$ cat src/rtl/mem_arbiter.sv
// Two-port (fetch / memory-stage) arbiter onto a byte-wide RAM with one-cycle read latency.
// Define MEM_ARB_FAIR_EN for alternating grants on contention; otherwise MEM has fixed priority.
module mem_arbiter (
  input  logic        clk,
  input  logic        rst,
  input  logic        if_req,
  input  logic [31:0] if_addr,
  output logic        if_done,
  output logic [31:0] if_data,
  input  logic        mm_req,
  input  logic        mm_we,
  input  logic [31:0] mm_addr,
  input  logic [31:0] mm_wdata,
  input  logic [1:0]  mm_len,
  output logic        mm_done,
  output logic [31:0] mm_rdata,
  output logic [31:0] ram_a,
  output logic [7:0]  ram_dout,
  output logic        ram_wr,
  input  logic [7:0]  ram_din,
  output logic        stl_if,
  output logic        stl_mm
);

  typedef enum logic [2:0] {IDLE, IF_RD, MM_RD, MM_WR, DONE} state_t;

  state_t      state, state_nx;
  logic [31:0] base, wdata, rbuf, asm_word;
  logic [2:0]  cnt, n_reg;
  logic [1:0]  cap_idx;
  logic        grant_mm, busy;

`ifdef MEM_ARB_FAIR_EN
  logic last_if;
  assign grant_mm = mm_req & (~if_req | last_if);
`else
  assign grant_mm = mm_req;
`endif

  always_ff @(posedge clk) begin
    if (rst) state <= IDLE;
    else     state <= state_nx;
  end

  always_comb begin
    state_nx = state;
    case (state)
      IDLE: begin
        if (grant_mm)    state_nx = mm_we ? MM_WR : MM_RD;
        else if (if_req) state_nx = IF_RD;
      end
      IF_RD, MM_RD: if (cnt == n_reg)        state_nx = DONE;
      MM_WR:        if (cnt == n_reg - 3'd1) state_nx = DONE;
      DONE:         state_nx = IDLE;
      default:      state_nx = IDLE;
    endcase
  end

  // RAM-side signals are decoded from state/counter so reset silences them on the next cycle
  assign busy     = (state == IF_RD) || (state == MM_RD) || (state == MM_WR);
  assign ram_a    = busy ? base + {29'd0, cnt} : '0;
  assign ram_wr   = (state == MM_WR);
  assign ram_dout = (state == MM_WR) ? wdata[{cnt[1:0], 3'b000} +: 8] : '0;

  // Byte from cycle cnt-1 arrives now; merge it so the final byte can be published on the DONE edge
  assign cap_idx = 2'(cnt - 3'd1);
  always_comb begin
    asm_word = rbuf;
    asm_word[{cap_idx, 3'b000} +: 8] = ram_din;
  end

  always_ff @(posedge clk) begin
    if (rst) begin
      cnt      <= '0;
      n_reg    <= '0;
      base     <= '0;
      wdata    <= '0;
      rbuf     <= '0;
      if_done  <= 1'b0;
      mm_done  <= 1'b0;
      if_data  <= '0;
      mm_rdata <= '0;
`ifdef MEM_ARB_FAIR_EN
      last_if  <= 1'b1;
`endif
    end else begin
      if_done <= 1'b0;
      mm_done <= 1'b0;
      case (state)
        IDLE: begin
          cnt  <= '0;
          rbuf <= '0;
          if (state_nx != IDLE) begin
            base  <= grant_mm ? mm_addr : if_addr;
            wdata <= mm_wdata;
            if (!grant_mm)          n_reg <= 3'd4;
            else if (mm_len == 2'd0) n_reg <= 3'd1;
            else if (mm_len == 2'd1) n_reg <= 3'd2;
            else                     n_reg <= 3'd4;
`ifdef MEM_ARB_FAIR_EN
            last_if <= ~grant_mm;
`endif
          end
        end
        IF_RD, MM_RD: begin
          cnt <= cnt + 3'd1;
          if (cnt != 3'd0) rbuf <= asm_word;
          if (state_nx == DONE) begin
            if (state == IF_RD) begin
              if_data <= asm_word;
              if_done <= 1'b1;
            end else begin
              mm_rdata <= asm_word;
              mm_done  <= 1'b1;
            end
          end
        end
        MM_WR: begin
          cnt <= cnt + 3'd1;
          if (state_nx == DONE) mm_done <= 1'b1;
        end
        default: cnt <= '0;
      endcase
    end
  end

  assign stl_if = if_req & ~if_done;
  assign stl_mm = mm_req & ~mm_done;

endmodule

$ cat config.mk
export PLATFORM = sky130hd
export DESIGN_NAME = mem_arbiter
export DESIGN_NICKNAME = d
export VERILOG_FILES = /design/src/rtl/mem_arbiter.sv
export SDC_FILE = /design/constraint.sdc
export NUM_CORES = 1
export LEC_CHECK = 0
export CORE_ASPECT_RATIO = 0.9
export CORE_MARGIN = 5
export CORE_UTILIZATION = 34
export CTS_CLUSTER_SIZE = 14
export DETAILED_ROUTE_END_ITERATION = 12
export GPL_ROUTABILITY_DRIVEN = 0
export HOLD_SLACK_MARGIN = 0.02
export PLACE_DENSITY_LB_ADDON = 0.1
export SYNTH_ARGS = -nofsm -noshare
export SYNTH_HDL_FRONTEND = slang
export SYNTH_SLANG_ARGS = --single-unit
$ cat constraint.sdc
create_clock -name clk -period 4.55 [get_ports clk]
set_input_delay 1.1375 -clock clk [delete_from_list [all_inputs] [get_ports clk]]
set_output_delay 1.1375 -clock clk [all_outputs]
set_load 0.01 [all_outputs]
* Yosys cells after proc, flatten, opt, wreduce, memory -nomap -nowiden
Cells that the tools add are included. Widths: inputs -> output; s select.
Storage, ports and cells: word-level logic and storage cells 69, register bits 171
Cells by class: equality and inequality tests 8, bitwise operators 8, shift-type cells 3, add/sub/neg operators 5, muxes and demuxes 20, reduce and logical (&&, ||, !) cells 15
Operators by type and width (count):
- $mux 32 | 3
- $pmux 32 s2 | 1
- $add 32x3->32 | 1
- $bwmux 32 | 1
- $shift 8x7->32 const A | 1
- $shiftx 32x6->8 | 1
- $shiftx 8x7->32 | 1
- $mux 3 | 7
- $pmux 3 s3 | 1
- $mux 8 | 1
- $neg 5->7 | 1
- $eq 3x2->1 const B | 2
- $eq 3x3->1 | 2
- $not 1->1 | 6
- $reduce_and 3->1 | 2
- $reduce_bool 3->1 | 2
- $reduce_or 3->1 | 2
- $mux 1 | 5
- $reduce_and 2->1 | 2
- $reduce_or 2->1 | 2
- $add 3x1->3 const B | 1
- $eq 3x1->1 const B | 1
- $eq 3x3->1 const B | 1
- $logic_not 3->1 | 1
- other kinds (9) | 11

* Logic depth before layout (Yosys ltp)
depth in word-level cells 7, mapped depth 10, gate-level depth less buffers 6

* Worst setup path before layout
No wires, ideal clock.
path type input-to-output, start point input port mm_req, end point output port stl_mm, arrival time 2169 ps, stages 3, path slack 1244 ps, path buffers 2, cell sequence clkbuf_1 > buf_1 > nor2b_1
On the way: longest elaborated chain between the ends 1
Ends and longest elaborated chain:
- start: declaration | RTL line 10 | input logic mm_req,
- $and 1x1->1 | RTL line 128 | assign stl_mm = mm_req & ~mm_done;
- end: declaration | RTL line 22 | output logic stl_mm
Every way passes these cells.

* Worst setup path in the final report
start point register cnt[2], end point output port ram_a[19]
On the way: longest elaborated chain between the ends 2
Ends and longest elaborated chain:
- start: declaration | RTL line 29 | logic [2:0] cnt, n_reg;
- start signal: assignment | RTL line 106 | cnt <= cnt + 3'd1;
- start signal: assignment | RTL line 119 | cnt <= cnt + 3'd1;
- $add 32x3->32 | RTL line 61 | assign ram_a = busy ? base + {29'd0, cnt} : '0;
- $mux 32 | RTL line 61
- end: declaration | RTL line 17 | output logic [31:0] ram_a,
Every way passes these cells.

==> flow_summary.json <==
{
  "cts_tree": "yes",
  "p_per_area_nw_per_um2": 519.8,
  "n_antenna_cell": 0,
  "ant_nets": 0,
  "final.min_clock_period_ps": 4141,
  "grt_pass1_vias": 6988,
  "grt_setup_unrepaired": "no",
  "routed_wl_um": 24090,
  "holdWs_ps": 452.8,
  "power_mw": 5.770,
  "required_ps": 3410,
  "outcome": "finished clean",
  "grt_overflow": 0,
  "finalCritPeriodShare_pct": 91.01,
  "synth_top_area_cell": "dfxtp_1",
  "peakVddDrop_v": 0.0002270,
  "dieWidth_um": 173.3,
  "slew_headroom_pct": 22.53,
  "tns_ps": 0,
  "hold_violations": 0,
  "leakage_nw": 3.855,
  "synth.cell_area_sq_um": 8155,
  "drc": 0,
  "cts.sinks": 171,
  "async_flop_share_pct": 0,
  "die_h_um": 156.9,
  "place_inst": 1412,
  "path_clk_slew_ps": 70,
  "htreeDepth": 4,
  "grt_max_degree": 107,
  "synth_ff_type": "dfxtp_1",
  "design_area_sq_um": 11100,
  "port_buffers": 219,
  "vias": 7434,
  "place_area_sq_um": 10520,
  "cp_max_fo": 11,
  "fin_worst_skew_ps": 12.71,
  "pin_count": 220,
  "cp-end-kind": "output port",
  "synth_cells": 965,
  "fmax_mhz": 241.5,
  "cts_buffers": 17,
  "synth-seq-area-share_pct": 41.98,
  "synthDistinctLibCells": 49,
  "drv_slew": 0,
  "maxCapViolCount": 0,
  "fp.coreArea_sq_um": 23480,
  "nets": 1253,
  "yosysWarningCount": 0,
  "start_kind": "register",
  "area_growth_pct": 36.11,
  "wl_per_cell_um": 16.66,
  "routed_via_density": 5.141,
  "syn-num-nets": 1087,
  "cts_resized": 0,
  "hold_path.class": "register to register",
  "tightest_slew_ps": 1162,
  "cts_root_buf": "clkbuf_16",
  "synth_area_per_cell_sq_um": 8.451,
  "criticalPathCategory": "register to output port",
  "setup_viol": 0,
  "stdcell_count": 1446,
  "first_iter_violations": 435,
  "fillers": 2318,
  "drive_gt1_share_pct": 5.682,
  "place_hpwl_um": 16510,
  "grt_use_total_pct": 17.51,
  "multi_input_area_sq_um": 4380,
  "synth_area_leaders": "dfxtp_1 (42%), a211oi_1 (9.1%), a21oi_1 (7.0%), nor2_1 (5.3%), mux2i_1 (4.7%)",
  "antenna_found_initial": 0,
  "synth_edf_count": 0,
  "synth_most_common_cell": "dfxtp_1",
  "grt_pass1_wl_um": 39010,
  "start_util_pct": 34.74,
  "ys_ff_latch": 171,
  "netlist.area_leader.share_pct": 41.98,
  "row_count": 53,
  "critPathArrivalTime_ps": 3000,
  "insertion_delay_ps": 430,
  "cts_buffer_depth": 2,
  "final-seq-area_sq_um": 3425,
  "yosys-top-cells-count": "dfxtp_1 (171), nor2_1 (115), a21oi_1 (114)",
  "first_pass_iters": 5,
  "fp.dieArea_sq_um": 27190
}
==> metal layers <==
metal / share of wire, % / vias up / wire [um] / track usage [%]
met4: 1.0 / 0 / 240 / 3.913
met5: 0 / - / 0 / 0
met3: 6.2 / 11 / 1500 / 4.971
li1: - / 3822 / - / -
met1: 49 / 3403 / 11770 / 25.21
met2: 44 / 198 / 10580 / 26.20
==> worst max-delay path: stages (launching register included) <==
cell and delay [ps]:
dfxtp_1 370, ha_1 260, a211oi_1 630, or2_1 430, o311ai_0 160, o41ai_1 110
clkdlybuf4s50_1 620
==> power by group <==
group	switching [mW]	internal, mW	leakage [nW]	total [mW]
logic	1.26	0.992	2.19	2.26
clock network	0.650	0.742	0.266	1.39
registers	0.275	1.85	1.40	2.12
total	2.19	3.58	3.86	5.77
==> placed cells by master (no fill, tap or decap), types with 3 or more instances in the layout <==
cell             synthesis  final
a21oi_1                114    113
buf_4                    2     12
clkinvlp_4               0      3
o21ai_0                 26     26
nor2b_1                 37     37
mux2i_1                 38     38
nand2_1                 86     86
nand4_1                  6      6
nor3_1                   8      8
xor2_1                  10     10
ha_1                    10     10
o31ai_1                  6      6
xnor2_1                  6      6
nor4_1                   6      4
dfxtp_1                171    170
inv_1                    6      6
a211oi_1                99     99
inv_6                    0      5
mux4_2                   8      8
nor2_1                 115    115
and2_1                  11     11
or3_1                   11     11
o21ai_1                 10     10
clkdlybuf4s50_1          0    217
and4_1                   5      5
clkbuf_16                0     17
buf_12                   0      3
nand3_1                 14     14
or4_1                   41     41
o41ai_1                  3      3
and3_1                   4      4
==> through the flow <==
| step | utilization (%) | setup slack, ps |
|---|---|---|
| global placement | 44.80 | 584.0 |
| CTS | 47.17 | 108.1 |
| detailed placement | 44.80 | 585.6 |
| finish | 47.29 | 409.3 |
| floorplan | - | 1244 |
| global route | 47.29 | 153.7 |
==> logic make-up (layout without fill, tap and decap cells) <==
group / count (synthesis) / after routing / share of synthesized area, %
buffers and inverters: 93 / 272 / 4.603
flip-flops: 171 / 171 / 41.98
XOR/XNOR: 17 / 17 / 1.994
multiplexers: 46 / 46 / 6.873
adder cells (fa/ha/maj): 11 / 11 / 1.780
AO/OA/AOI/OAI: 269 / 269 / 20.36
AND/OR/NAND/NOR: 358 / 358 / 22.42
==> layout make-up <==
class | count | area share, %
multi-input cells | 701 | 39.46
inverters | 6 | 0.2029
well taps | 302 | 3.404
flip-flops and latches | 171 | 30.85
repair buffers | 234 | 21.07
clock inverters | 12 | 0.9017
clock buffers | 20 | 4.114
==> final timing paths <==
kind / start / to / slack (ps) / depth (start not counted)
worst max-delay path: cnt[2] / ram_a[19] / 410 / 6
worst min-delay path: wdata[16] / wdata[16] / 450 / 2
worst max register to register: cnt[1] / rbuf[24] / 1890 / 8
worst min register to register: wdata[16] / wdata[16] / 450 / 2
==> timing repair <==
item | 4_1_cts | 5_1_grt
buffers inserted | 0 | 2
setup endpoints to repair | 0 | 4
hold buffers | 0 | 0
Power figures use the tool's default switching activity.
